**config.mk**
```make
export PLATFORM = sky130hd
export DESIGN_NAME = sha256_msg_ctrl
export DESIGN_NICKNAME = d
export VERILOG_FILES = /design/src/rtl/sha256_msg_ctrl_pkg.sv /design/src/rtl/sha256_msg_ctrl.sv
export SDC_FILE = /design/constraint.sdc
export NUM_CORES = 1
export LEC_CHECK = 0
export ABC_CLOCK_PERIOD_IN_PS = 3200
export BUFFER_PORTS_ARGS = -buffer_cell sky130_fd_sc_hd__buf_4
export CAP_MARGIN = 30
export CORE_AREA = 2 2 413 415
export DETAILED_ROUTE_END_ITERATION = 8
export DIE_AREA = 0 0 415 417
export GPL_ROUTABILITY_DRIVEN = 0
export GPL_TIMING_DRIVEN = 0
export PLACE_DENSITY = 0.48
export SYNTH_ARGS = -nofsm -noshare
export SYNTH_HDL_FRONTEND = slang
export SYNTH_SLANG_ARGS = --single-unit
```
**constraint.sdc**
```tcl
create_clock -name clk_i -period 3.2 [get_ports clk_i]
set_clock_uncertainty 0.05 [all_clocks]
set_input_delay 0.64 -clock clk_i [delete_from_list [all_inputs] [get_ports clk_i]]
set_output_delay 0.64 -clock clk_i [all_outputs]
set_load 0.03 [all_outputs]
```
**src/rtl/sha256_msg_ctrl_pkg.sv**
```systemverilog
// Shared definitions for the SHA-256 message sequencer.
//   ctrl_state_t  : sequencer FSM states
//   PAD_WORD      : word carrying the mandatory 0x80 padding byte in its first byte
//   last_word_pad : masks a partial last word and appends the 0x80 byte after the valid bytes
//   word_bits     : number of message bits contributed by an accepted word
package sha256_msg_ctrl_pkg;

    typedef enum logic [3:0] {
        StIdle,
        StCoreRst,
        StFill,
        StPad,
        StLen,
        StIssue,
        StWaitDrop,
        StWaitDone,
        StOut
    } ctrl_state_t;

    localparam logic [31:0] PAD_WORD  = 32'h8000_0000;
    localparam int unsigned BLK_WORDS = 16;

    // nbytes = 0 means a full word: no padding byte fits, returned unchanged.
    function automatic logic [31:0] last_word_pad(input logic [31:0] data,
                                                  input logic [1:0]  nbytes);
        logic [31:0] w_out;
        unique case (nbytes)
            2'd1:    w_out = {data[31:24], 8'h80, 16'h0000};
            2'd2:    w_out = {data[31:16], 8'h80, 8'h00};
            2'd3:    w_out = {data[31:8], 8'h80};
            default: w_out = data;
        endcase
        return w_out;
    endfunction

    // 0 -> 32 bits, 1..3 -> 8/16/24 bits.
    function automatic logic [5:0] word_bits(input logic [1:0] nbytes);
        return {(nbytes == 2'd0), nbytes, 3'b000};
    endfunction

endpackage

```
**src/rtl/sha256_msg_ctrl.sv**
```systemverilog
// Message sequencer for the sha256 block-compression core.
// Packs a 32-bit big-endian word stream into 512-bit blocks, applies SHA-256 padding and the
// 64-bit bit-length field, issues each block to the core and waits for its result, then
// presents the final digest on a valid/ready interface.
// Ports:
//   clk_i, rstn_i                 : clock, asynchronous active-low reset
//   s_data_i/s_valid_i/s_last_i   : message word stream (first byte in [31:24])
//   s_bytes_i, s_ready_o          : valid bytes in last word (0 = 4), stream ready
//   core_blk_o, core_blk_vld_o    : block to core (word i at [32*i +: 32]), start pulse
//   core_rstn_o                   : registered core reset, low one cycle per message
//   core_hash_i, core_hash_vld_i  : core result and level valid
//   digest_o/digest_vld_o/digest_rdy_i : final digest handshake
//   busy_o                        : high whenever not idle
module sha256_msg_ctrl
    import sha256_msg_ctrl_pkg::*;
#(
    parameter int unsigned MAX_LEN_BITS = 64
) (
    input  logic                     clk_i,
    input  logic                     rstn_i,
    input  logic [31:0]              s_data_i,
    input  logic                     s_valid_i,
    input  logic                     s_last_i,
    input  logic [1:0]               s_bytes_i,
    output logic                     s_ready_o,
    output logic [511:0]             core_blk_o,
    output logic                     core_blk_vld_o,
    output logic                     core_rstn_o,
    input  logic [255:0]             core_hash_i,
    input  logic                     core_hash_vld_i,
    output logic [255:0]             digest_o,
    output logic                     digest_vld_o,
    input  logic                     digest_rdy_i,
    output logic                     busy_o
);

    ctrl_state_t              r_state;
    ctrl_state_t              w_state_next;
    logic [4:0]               r_wcnt;       // bit 4 flags a full block
    logic [MAX_LEN_BITS-1:0]  r_bitlen;
    logic                     r_last_seen;
    logic                     r_pad80_done;
    logic                     r_final_blk;
    logic [31:0]              r_blk_buf [BLK_WORDS];
    logic [255:0]             r_digest;
    logic                     r_core_rstn;

    logic                     w_accept;
    logic [4:0]               w_wcnt_inc;
    logic [5:0]               w_add_bits;
    logic [63:0]              w_len64;
    logic                     w_len_slot;

    assign w_accept   = s_valid_i && (r_state == StFill);
    assign w_wcnt_inc = r_wcnt + 5'd1;
    assign w_add_bits = s_last_i ? word_bits(s_bytes_i) : 6'd32;
    assign w_len64    = 64'(r_bitlen);
    // Padding has reached the length slot of a block that already holds the 0x80 byte.
    assign w_len_slot = (r_wcnt == 5'd14) && r_pad80_done;

    // State register
    always_ff @(posedge clk_i or negedge rstn_i) begin
        if (!rstn_i) begin
            r_state <= StIdle;
        end else begin
            r_state <= w_state_next;
        end
    end

    // Next-state logic
    always_comb begin
        w_state_next = r_state;
        unique case (r_state)
            StIdle:     if (s_valid_i) w_state_next = StCoreRst;
            StCoreRst:  w_state_next = StFill;
            StFill: begin
                if (w_accept) begin
                    if (w_wcnt_inc[4])  w_state_next = StIssue;
                    else if (s_last_i)  w_state_next = StPad;
                end
            end
            StPad: begin
                if (w_len_slot)          w_state_next = StLen;
                else if (w_wcnt_inc[4])  w_state_next = StIssue;
            end
            StLen:      w_state_next = StIssue;
            StIssue:    w_state_next = StWaitDrop;
            StWaitDrop: if (!core_hash_vld_i) w_state_next = StWaitDone;
            StWaitDone: begin
                if (core_hash_vld_i) begin
                    if (r_final_blk)      w_state_next = StOut;
                    else if (r_last_seen) w_state_next = StPad;
                    else                  w_state_next = StFill;
                end
            end
            StOut:      if (digest_rdy_i) w_state_next = StIdle;
            default:    w_state_next = StIdle;
        endcase
    end

    // Outputs decoded from the current state
    always_comb begin
        s_ready_o      = (r_state == StFill);
        core_blk_vld_o = (r_state == StIssue);
        digest_vld_o   = (r_state == StOut);
        busy_o         = (r_state != StIdle);
    end

    // Block buffer, counters and digest capture
    always_ff @(posedge clk_i or negedge rstn_i) begin
        if (!rstn_i) begin
            r_wcnt       <= '0;
            r_bitlen     <= '0;
            r_last_seen  <= 1'b0;
            r_pad80_done <= 1'b0;
            r_final_blk  <= 1'b0;
            r_digest     <= '0;
            for (int i = 0; i < BLK_WORDS; i++) r_blk_buf[i] <= '0;
        end else begin
            unique case (r_state)
                StCoreRst: begin
                    r_wcnt       <= '0;
                    r_bitlen     <= '0;
                    r_last_seen  <= 1'b0;
                    r_pad80_done <= 1'b0;
                    r_final_blk  <= 1'b0;
                end
                StFill: begin
                    if (w_accept) begin
                        r_blk_buf[r_wcnt[3:0]] <= s_last_i ? last_word_pad(s_data_i, s_bytes_i)
                                                           : s_data_i;
                        r_wcnt   <= w_wcnt_inc;
                        r_bitlen <= r_bitlen + MAX_LEN_BITS'(w_add_bits);
                        if (s_last_i) begin
                            r_last_seen <= 1'b1;
                            if (s_bytes_i != 2'd0) r_pad80_done <= 1'b1;
                        end
                    end
                end
                StPad: begin
                    if (!w_len_slot) begin
                        r_blk_buf[r_wcnt[3:0]] <= r_pad80_done ? 32'h0 : PAD_WORD;
                        r_pad80_done <= 1'b1;
                        r_wcnt       <= w_wcnt_inc;
                    end
                end
                StLen: begin
                    r_blk_buf[14] <= w_len64[63:32];
                    r_blk_buf[15] <= w_len64[31:0];
                    r_final_blk   <= 1'b1;
                end
                StWaitDone: begin
                    if (core_hash_vld_i) begin
                        r_wcnt <= '0;
                        if (r_final_blk) r_digest <= core_hash_i;
                    end
                end
                default: ;
            endcase
        end
    end

    // Low only during the CORE_RST cycle; reset drives it low asynchronously.
    always_ff @(posedge clk_i or negedge rstn_i) begin
        if (!rstn_i) begin
            r_core_rstn <= 1'b0;
        end else begin
            r_core_rstn <= (w_state_next != StCoreRst);
        end
    end

    always_comb begin
        core_blk_o = '0;
        for (int i = 0; i < BLK_WORDS; i++) core_blk_o[32*i +: 32] = r_blk_buf[i];
    end

    assign core_rstn_o = r_core_rstn;
    assign digest_o    = r_digest;

endmodule
```
==> metrics.txt, run 1 <==
Nets 4316; clock root buffer clkbuf_16; ys flop type dfrtp_1; CORE AREA between 150000 and 200000 µm²; metal2 WL between 80 and 90 mm; initial antenna violation count 23; launch point of the worst reg-to-reg path r_wcnt[0]$_DFFE_PN0P_; fraction of the yosys area taken by sequential cells 0.639; WP data arrival between 3 and 4 ns; GRT Resource Usage Total 0.187; first-pass GRT wire length ~230 mm; chip width between 400 and 500 µm; R2R depth 8; Leakage between 20 and 25 nW; reg2reg setup slack between 0.1 and 0.15 ns; CP Capture Type register; RSZ-0062 raised after global routing yes; Hold Path Sink digest_o[30]$_DFFE_PN0P_; H-tree levels 3; CTS clock-pin slew for the worst setup and hold paths about 0.080 ns; Initial Util 0.196; relative slew slack 0.334; HP Class input port to register; Setup violations, final 0; Final Hold Viols 0; total CTS buffers 100; Peak Freq approximately 330 MHz; Die Ht roughly 420 µm; asr flop ratio synth 1.00; drt wl/cell approximately 26 µm; Synth Area in Compound Gates 0.108; area leader, netlist dfrtp_1; Final period util 0.955; Worst Hold Path Cells 2; IO Port Bufs 1067; WL met3 between 9 and 10 mm; largest family of logic cells by synthesized area multiplexers; die area 173000 µm²; post-synthesis cell type count 70; multiplexer share of the synthesized area 0.109; run status finished, final reports clean; DR pass1 iterations 5; XOR/XNOR Fraction of Synth Area 0.00558; HPWL after detailed placement approximately 130 mm; total chip power between 0.04 and 0.05 W; reg2reg end core_blk_o[470]$_DFFE_PN0P_; Vias/cell 4.31; via count 27274; grt total ovfl 0; share of layout cells above drive strength 1 0.412; Layout Cells excl Fill 6322; Worst Min Path Start core_hash_i[30]; I/O pin total between 1000 and 1500; clk_lat worst skew approximately 0.73 ns; Crit Path Class register to register; Routed Wire Length ~170 mm; Worst setup SP type register; top-area cell type share of the netlist area 0.639; residual DRC count 0; Area Growth Syn to Fin 45.2%; Critical Path RT about 3.7 ns; hold_ws ~0.081 ns; Power Dens Cells around 1000 nW/µm²; Fill cells approximately 18000; largest buffer count on any clock path 3; Placed Instances 6125; Period minus WS final ~3.1 ns; number of flops mapped to enable cells by yosys 0; Fin Setup TNS 0 ns; crit-path max FO 10; Slew Limit Fails 0; antenna-violating nets left 0; WL met1 63.7 mm; Max-Cap Viols 0; Post-Syn Area approximately 33000 µm²; clock sinks around 840; First DRT Iteration DRCs around 1900; Mapped Avg Cell Area 11.7 µm²; Core Rows around 150; Synth Area in Simple Gates 0.107; Slew @ Worst Pin between 0.9 and 1 ns; Post-Synth Adder-Cell Area 0.00364; vias in the first global route approximately 27000; syn_nets 3122; CTS tree done; Mapped Cells approximately 2800; max layer used met5; Synth warnings 0; largest net degree at the start of global routing between 100 and 150; peak supply drop around 480 µV; top cells by area, synth dfrtp_1 (64%), mux2_2 (11%), o21ai_0 (6.9%); #FFs+latches synth between 800 and 900
==> cell type report <==
class	instances	area [µm²]	share of cell area
clock buffers	144	2950	0.0617
inverters	19	71.3	0.00149
diodes	9	22.5	0.000471
repair buffers	1094	8490	0.178
well taps	2218	2780	0.0580
clock inverters	42	539	0.0113
flip-flops and latches	842	21100	0.440
multi-input cells	1758	11100	0.231
plain buffers	196	858	0.0179
==> worst max-delay path: stages, from the launching register on <==
cell and delay (ns):
dfrtp_1 0.43, inv_1 0.13, ha_1 0.15, buf_1 0.29
nand3_2 0.29, o311a_1 0.48, a21oi_2 0.54, clkbuf_1 0.38
o21ai_0 0.16
==> sequential cells by signal, summed over array words and instances (netlist names) <==
| name | cells |
|---|---|
| core_blk_o | 512 |
| core_rstn_o | 1 |
| digest_o | 256 |
| r_bitlen | 61 |
| r_final_blk | 1 |
| r_last_seen | 1 |
| r_pad80_done | 1 |
| r_state | 4 |
| r_wcnt | 5 |
==> timing repair <==
action | 4_1_cts | 5_1_grt
setup endpoints to repair | 260 | 143
hold buffers | 1 | 0
pin swaps | 0 | 1
gates resized for setup | 24 | 21
endpoints found under the hold margin | 23 | 0
setup buffers | 0 | 2
==> cell usage after synthesis, types with 22 or more instances <==
master / n
or3_1: 22
nand4_1: 27
clkbuf_1: 136
a21oi_1: 51
buf_2: 55
nand2_1: 519
mux2_2: 314
nand3_1: 27
a22o_1: 23
dfrtp_1: 842
a22oi_1: 45
and2_1: 27
nor2_1: 49
o21ai_0: 454
==> worst max path at each step <==
stage / from / end / slack (ns) / depth (start not counted)
after floorplan: s_bytes_i[0] / r_bitlen[30]$_DFFE_PN0P_ / 0.32 / 9
after global placement: rstn_i / digest_o[112]$_DFFE_PN0P_ / -9.26 / 1
after detailed placement: s_bytes_i[1] / r_bitlen[30]$_DFFE_PN0P_ / -1.10 / 10
after CTS: r_wcnt[0]$_DFFE_PN0P_ / core_blk_o[391]$_DFFE_PN0P_ / 0.003 / 9
after global routing: r_wcnt[0]$_DFFE_PN0P_ / core_blk_o[497]$_DFFE_PN0P_ / -0.02 / 8
final: r_wcnt[0]$_DFFE_PN0P_ / core_blk_o[470]$_DFFE_PN0P_ / 0.14 / 8
==> placed cells by master, fill, tap and decap left out, types with 9 or more instances in the layout <==
master / n
clkbuf_2: 11
buf_16: 9
nand2_1: 514
clkbuf_16: 103
mux2_2: 314
inv_1: 18
dfrtp_1: 842
buf_4: 1074
o21ai_1: 10
a22o_1: 23
diode_2: 9
bufinv_16: 11
and3_1: 17
clkbuf_1: 136
xor2_1: 14
nor2_1: 49
o21ai_0: 453
buf_8: 13
o31ai_1: 20
nand3_1: 26
and2_1: 27
buf_2: 55
clkbuf_8: 22
nand4_1: 27
clkinv_2: 22
nor3_1: 12
a22oi_1: 45
a21oi_1: 48
or4_1: 18
or3_1: 22
==> routing by layer <==
layer	up-vias	GRT usage
met1	13960	0.211
met4	12	0.0682
met2	867	0.338
met5	-	0
met3	215	0.0479
li1	12220	-
==> power breakdown <==
part | total, W | switching [W] | internal (W)
combinational | 0.0200 | 0.0135 | 0.00651
sequential | 0.0158 | 0.00193 | 0.0138
clock | 0.0122 | 0.00489 | 0.00730
total | 0.0480 | 0.0203 | 0.0277
==> kinds of logic (layout without fill, tap and decap cells) <==
kind of cell | after synthesis | in the layout
DFF | 842 | 842
and+or+nand+nor | 771 | 771
AOI/OAI and AO/OA | 637 | 637
muxes | 320 | 320
buffers and inverters | 217 | 1495
xor gates and xnor gates | 21 | 21
adders and majority gates | 9 | 9
other | 0 | 9
==> stage by stage <==
stage,area (µm²),utilization,worst slack [ns]
2_1_floorplan,33000,-,0.316
3_3_place_gp,43700,0.260,-9.26
3_5_place_dp,44200,0.262,-1.10
4_1_cts,47800,0.283,0.00312
5_1_grt,47800,0.284,-0.0160
6_report,47800,0.284,0.143
Note: power is estimated with default switching activity, not from simulation.
==> run 2: changes to the inputs <==
--- a/config.mk
+++ b/config.mk
@@ -9,11 +9,11 @@
 export BUFFER_PORTS_ARGS = -buffer_cell sky130_fd_sc_hd__buf_4
 export CAP_MARGIN = 30
 export CORE_AREA = 2 2 413 415
+export CTS_CLUSTER_DIAMETER = 80
 export DETAILED_ROUTE_END_ITERATION = 8
 export DIE_AREA = 0 0 415 417
 export GPL_ROUTABILITY_DRIVEN = 0
 export GPL_TIMING_DRIVEN = 0
-export PLACE_DENSITY = 0.48
 export SYNTH_ARGS = -nofsm -noshare
 export SYNTH_HDL_FRONTEND = slang
 export SYNTH_SLANG_ARGS = --single-unit
==> run 2 against run 1 <==
Compared with the run above: power about the same; worst hold slack better by 0.0026 ns; combinational power hardly changed; design area is 4.8% higher; sequential power barely moved; via count up 6.7%; final cell count is 3.8% higher; largest cell class unchanged.
==> metrics.txt, run 2 (synthesized netlist as in run 1, its figures left out) <==
CTS clock-pin slew for the worst setup and hold paths 0.06 ns (was 0.08 ns); initial antenna violation count 27 (was 23); launch point of the worst reg-to-reg path r_state[2]$_DFF_PN0_ (was r_wcnt[0]$_DFFE_PN0P_); grt total ovfl 0 (unchanged); footprint of the multi-input gates 11000 µm² (was 11100 µm²); largest buffer count on any clock path 3 (unchanged); R2R depth 8 (unchanged); sw power 0.0205 W (was 0.0203 W); Period minus WS final 3.10 ns (was 3.06 ns); First DRT Iteration DRCs 2156 (was 1883); run status finished, final reports clean (unchanged); Initial Util 0.196 (unchanged); RSZ-0062 raised after global routing yes (unchanged); clk_lat worst skew 0.76 ns (was 0.73 ns); switching share of power 0.427 (was 0.424); WP data arrival 3.71 ns (was 3.59 ns); chip width 415 µm (unchanged); Worst setup SP type register (unchanged); Slew @ Worst Pin 0.954 ns (was 0.999 ns); relative slew slack 0.361 (was 0.334); Setup violations, final 0 (unchanged); vias in the first global route 29327 (was 27435); drt wl/cell 25.8 µm (was 26.4 µm); H-tree levels 3 (unchanged); DR pass1 iterations 5 (unchanged); HPWL after detailed placement 134 mm (was 132 mm); CP Capture Type register (unchanged); Routed Wire Length 170 mm (was 167 mm); Slew Limit Fails 0 (unchanged); clock sinks 842 (unchanged); clock root buffer clkbuf_16 (unchanged); IO Port Bufs 1067 (unchanged); CTS tree done (unchanged); Max-Cap Viols 0 (unchanged); most common cell after layout, fill and taps aside buf_4 (unchanged); HP Class input port to register (unchanged); Final Hold Viols 0 (unchanged); Leakage 24.3 nW (was 23.4 nW); Power Dens Cells 957 nW/µm² (was 1000 nW/µm²); via count 29095 (was 27274); largest net degree at the start of global routing 120 (was 115); Flop pwr share 0.329 (about the same); I/O pin total 1069 (unchanged); Most Crowded Layer GR met2 (unchanged); Die Ht 417 µm (unchanged); Final Util 0.298 (was 0.284); share of layout cells above drive strength 1 0.390 (was 0.412); residual DRC count 0 (unchanged); met3 Use GR 0.0492 (was 0.0479); Area Growth Syn to Fin 52.1% (was 45.2%); met2 GRT Util 0.341 (was 0.338); max reg flops 512 (unchanged); Core Rows 151 (unchanged); Clk pwr share 0.248 (was 0.254); Fill cells 17307 (was 17845); Gate power share 0.423 (was 0.417); total CTS buffers 100 (unchanged); met1 Use GR 0.209 (was 0.211); GRT Resource Usage Total 0.189 (was 0.187); CORE AREA 169000 µm² (unchanged); FF+latch area 21100 µm² (unchanged); Nets 4543 (was 4316); reg2reg end core_blk_o[267]$_DFFE_PN0P_ (was core_blk_o[470]$_DFFE_PN0P_); Final period util 0.968 (was 0.955); Critical Path RT 3.81 ns (was 3.73 ns); first-pass GRT wire length 232 mm (was 228 mm); crit-path max FO 10 (unchanged); Hold Path Sink digest_o[231]$_DFFE_PN0P_ (was digest_o[30]$_DFFE_PN0P_); die area 173000 µm² (unchanged); Layout Cells excl Fill 6563 (was 6322); Placed Instances 6135 (was 6125); peak supply drop 493 µV (was 482 µV); commonest non-fill, non-tap cells in the layout buf_4 (1072), dfrtp_1 (842), nand2_1 (519), o21ai_0 (453), mux2_2 (314) (was buf_4 (1074), dfrtp_1 (842), nand2_1 (514), o21ai_0 (453), mux2_2 (314)); antenna-violating nets left 0 (unchanged); Internal Pwr Total 0.0275 W (was 0.0277 W); Vias/cell 4.43 (was 4.31); total chip power 0.0480 W (about the same); Peak Freq 323 MHz (was 327 MHz); reg2reg setup slack 0.10 ns (was 0.14 ns); Crit Path Class register to register (unchanged); Worst Min Path Start core_hash_i[231] (was core_hash_i[30]); Worst Hold Path Cells 2 (unchanged)
==> run 2: cell count changes in the layout (fill, tap and decap cells not counted), sizes merged <==
cell         delta
buf             +7
bufinv          -5
clkbuf          +6
clkinv          -3
clkinvlp        +1
diode          +11
dlygate4sd3   +219
inv             +5
==> run 2: area by class of cell <==
type | instances | share of cell area
inverters | 19 | 0.00142
well taps | 2218 | 0.0554
clock buffers | 149 | 0.0584
plain buffers | 196 | 0.0171
clock inverters | 40 | 0.0109
repair buffers | 1321 | 0.216
diodes | 20 | 0.000998
multi-input cells | 1758 | 0.220
flip-flops and latches | 842 | 0.420
==> run 2: stage by stage <==
stage	area, µm²	setup WS [ns]	hold WS, ns	TNS (ns)
6_report	50100	0.104	0.0839	0
5_1_grt	50100	-0.0201	0.0365	-0.0390
4_1_cts	50100	0.00282	0.000128	0
3_5_place_dp	44300	-1.02	0.421	-91.59
3_3_place_gp	43700	-8.69	0.414	-7293.00
2_1_floorplan	33000	0.316	0.294	0
==> run 2: how the worst max path moves through the flow <==
stage                         start                     endpoint  slack, ns
2_1_floorplan          s_bytes_i[0]     r_bitlen[30]$_DFFE_PN0P_       0.32
3_3_place_gp                 rstn_i    digest_o[122]$_DFFE_PN0P_      -8.69
3_5_place_dp           s_bytes_i[1]     r_bitlen[30]$_DFFE_PN0P_      -1.02
4_1_cts                s_bytes_i[1]     r_bitlen[46]$_DFFE_PN0P_      0.003
5_1_grt        r_state[2]$_DFF_PN0_  core_blk_o[262]$_DFFE_PN0P_      -0.02
6_report       r_state[2]$_DFF_PN0_  core_blk_o[267]$_DFFE_PN0P_       0.10
==> run 2: power groups by stage <==
stage          clock network, W  logic, W  registers, W
6_report                 0.0119    0.0203        0.0158
5_1_grt                  0.0126    0.0214        0.0161
4_1_cts                  0.0122    0.0206        0.0157
3_5_place_dp                  0    0.0202        0.0159
3_3_place_gp                  0    0.0199        0.0158
2_1_floorplan                 0   0.00434        0.0218
==> run 2: worst max-delay path, stage by stage (launching register included) <==
cell and delay (ns):
dfrtp_1 0.35, buf_2 0.18, or3b_1 0.38, clkbuf_1 0.19, nor2_2 0.32, nand3_2 0.61, clkbuf_1 0.50, buf_8 0.25
o21ai_0 0.14
==> run 2: timing repair <==
action,CTS,global route
buffers inserted,0,0
setup endpoints to repair,160,149
gates resized for setup,18,11
endpoints found under the hold margin,301,0
hold buffers,221,0
==> run 2: routing by layer <==
metal,vias up,share of wire
met4,10,0.040
met3,278,0.066
met5,-,0.00034
met2,1252,0.52
li1,12667,-
met1,14888,0.37
==> run 3: changes to the inputs <==
--- a/config.mk
+++ b/config.mk
@@ -6,14 +6,15 @@
 export NUM_CORES = 1
 export LEC_CHECK = 0
 export ABC_CLOCK_PERIOD_IN_PS = 3200
-export BUFFER_PORTS_ARGS = -buffer_cell sky130_fd_sc_hd__buf_4
 export CAP_MARGIN = 30
 export CORE_AREA = 2 2 413 415
 export CTS_CLUSTER_DIAMETER = 80
 export DETAILED_ROUTE_END_ITERATION = 8
 export DIE_AREA = 0 0 415 417
+export DONT_BUFFER_PORTS = 1
 export GPL_ROUTABILITY_DRIVEN = 0
 export GPL_TIMING_DRIVEN = 0
+export HOLD_SLACK_MARGIN = 0.15
 export SYNTH_ARGS = -nofsm -noshare
 export SYNTH_HDL_FRONTEND = slang
 export SYNTH_SLANG_ARGS = --single-unit
==> run 3 against run 2 <==
Compared with the run above: the flow now finishes with violations (hold timing); critical path depth shrank 5; non-clock buffer count shrank 1000; core utilization shrank 4.5 points; power shrank 11%; sequential share of layout area grew 7.4 points; final cell count shrank 15%; first-iteration DRC count grew 14%; worst setup slack gained 0.017 ns; routed wire length shrank 2.4%; clock power shrank 3%.
==> metrics.txt, run 3 (synthesized netlist as in run 1, its figures left out) <==
First DRT Iteration DRCs 2461 (was 2156); via count 25547 (was 29095); hold_ws -0.441 ns (was 0.0839 ns); clk_lat worst skew 0.74 ns (was 0.76 ns); Placed Instances 5062 (was 6135); Die Ht 417 µm (unchanged); die area 173000 µm² (unchanged); first-pass GRT wire length 222 mm (was 232 mm); launch point of the worst reg-to-reg path r_wcnt[0]$_DFFE_PN0P_ (was r_state[2]$_DFF_PN0_); share of layout cells above drive strength 1 0.184 (was 0.390); CORE AREA 169000 µm² (unchanged); IO Port Bufs 0 (was 1067); Initial Util 0.196 (unchanged); initial antenna violation count 29 (was 27); WP data arrival 2.39 ns (was 3.71 ns); Vias/cell 4.59 (was 4.43); GRT Resource Usage Total 0.184 (was 0.189); failing checks hold timing; Core Rows 151 (unchanged); most common cell after layout, fill and taps aside dfrtp_1 (was buf_4); crit-path max FO 10 (unchanged); grt total ovfl 0 (unchanged); Critical Path RT 2.51 ns (was 3.81 ns); vias in the first global route 25038 (was 29327); Post-CTS Setup Bufs 0 (unchanged); total CTS buffers 97 (was 100); Slew Limit Fails 0 (unchanged); Final period util 0.962 (was 0.968); R2R depth 8 (unchanged); DR pass1 iterations 5 (unchanged); reg2reg setup slack 0.13 ns (was 0.10 ns); Worst setup SP type register (unchanged); relative slew slack 0.317 (was 0.361); clock sinks 842 (unchanged); DP Area 36200 µm² (was 44300 µm²); max reg flops 512 (unchanged); fin area 42600 µm² (was 50100 µm²); Period minus WS final 3.08 ns (was 3.10 ns); residual DRC count 0 (unchanged); Slew @ Worst Pin 1.02 ns (was 0.954 ns); CTS clock-pin slew for the worst setup and hold paths 0.06 ns (about the same); Area Growth Syn to Fin 29.3% (was 52.1%); CTS tree done (unchanged); Max-Cap Viols 0 (unchanged); Peak Freq 325 MHz (was 323 MHz); Routed Wire Length 166 mm (was 170 mm); clock root buffer clkbuf_16 (unchanged); chip width 415 µm (unchanged); Crit Path Class register to primary output (was register to register); CTS Hold Bufs 290 (was 221); Fin Setup TNS 0 ns (unchanged); peak supply drop 471 µV (was 493 µV); Power Dens Cells 999 nW/µm² (was 957 nW/µm²); Leakage 18.9 nW (was 24.3 nW); worst setup margin 0.120 ns (was 0.104 ns); largest buffer count on any clock path 3 (unchanged); commonest non-fill, non-tap cells in the layout dfrtp_1 (842), nand2_1 (518), o21ai_0 (453), mux2_2 (314), dlygate4sd3_1 (290) (was buf_4 (1072), dfrtp_1 (842), nand2_1 (519), o21ai_0 (453), mux2_2 (314)); CP Capture Type primary output (was register); run status complete, but fails checks (was finished, final reports clean); largest net degree at the start of global routing 843 (was 120); I/O pin total 1069 (unchanged); antenna-violating nets left 0 (unchanged); reg2reg end core_blk_o[458]$_DFFE_PN0P_ (was core_blk_o[267]$_DFFE_PN0P_); Final Hold Viols 273 (was 0); Setup violations, final 0 (unchanged); drt wl/cell 29.8 µm (was 25.8 µm); Nets 3540 (was 4543); Fill cells 17622 (was 17307); HPWL after detailed placement 128 mm (was 134 mm); Layout Cells excl Fill 5563 (was 6563); total chip power 0.0426 W (was 0.0480 W); H-tree levels 3 (unchanged); HP Class input port to asynchronous set/reset pin (was input port to register); RSZ-0062 raised after global routing yes (unchanged); Placement Setup Slack -0.682 ns (was -1.02 ns)
[run 3: worst max-delay path: stages, from the launching register on]
cell and delay, ns:
dfrtp_1 0.35, buf_2 0.18, or4b_1 0.63, inv_1 0.48
[run 3: worst max path at each step]
stage / startpoint / to / slack [ns] / cells after the start
after floorplan: s_bytes_i[0] / r_bitlen[30]$_DFFE_PN0P_ / 0.32 / 9
after global placement: r_state[2]$_DFF_PN0_ / core_blk_o[334]$_DFFE_PN0P_ / -1.05 / 9
after detailed placement: s_bytes_i[0] / r_bitlen[30]$_DFFE_PN0P_ / -0.68 / 9
after CTS: r_state[0]$_DFF_PN0_ / digest_o[251]$_DFFE_PN0P_ / 0.005 / 7
after global routing: r_state[2]$_DFF_PN0_ / core_blk_o[364]$_DFFE_PN0P_ / -0.01 / 9
final: r_state[2]$_DFF_PN0_ / s_ready_o / 0.12 / 3
[run 3: timing repair]
action                      CTS  global route
gates resized for setup      15            12
hold endpoints to repair   1250           308
setup endpoints to repair   179            52
[run 3: where the power goes]
| part | total (W) | switching [W] | internal, W |
|---|---|---|---|
| Clock | 0.0115 | 0.00496 | 0.00650 |
| Combinational | 0.00748 | 0.00475 | 0.00274 |
| Sequential | 0.0236 | 0.00991 | 0.0137 |
| Total | 0.0426 | 0.0196 | 0.0230 |
[run 3: routing by layer]
metal | vias to the layer above | wire length [µm] | track usage
met5 | - | 24 | 0
met4 | 4 | 9310 | 0.0941
met3 | 316 | 15800 | 0.0667
met2 | 1410 | 84500 | 0.324
met1 | 13158 | 55900 | 0.193
li1 | 10659 | - | -
[run 3: metrics by stage]
stage / util / hold WS, ns
after detailed placement: 0.215 / 0.314
after global routing: 0.253 / -0.504
after floorplan: - / 0.294
final: 0.253 / -0.441
after global placement: 0.212 / 0.317
after CTS: 0.252 / -0.519
[run 3: final cells by class]
class / count / area [µm²] / area share
inverter: 19 / 71.3 / 0.00167
sequential: 842 / 21100 / 0.494
tap: 2218 / 2780 / 0.0651
clock buffer: 135 / 2740 / 0.0643
buffer: 196 / 850 / 0.0199
timing repair buffer: 321 / 3440 / 0.0807
clock inverter: 44 / 564 / 0.0132
multi-input combinational: 1758 / 11000 / 0.259
antenna: 30 / 75.1 / 0.00176
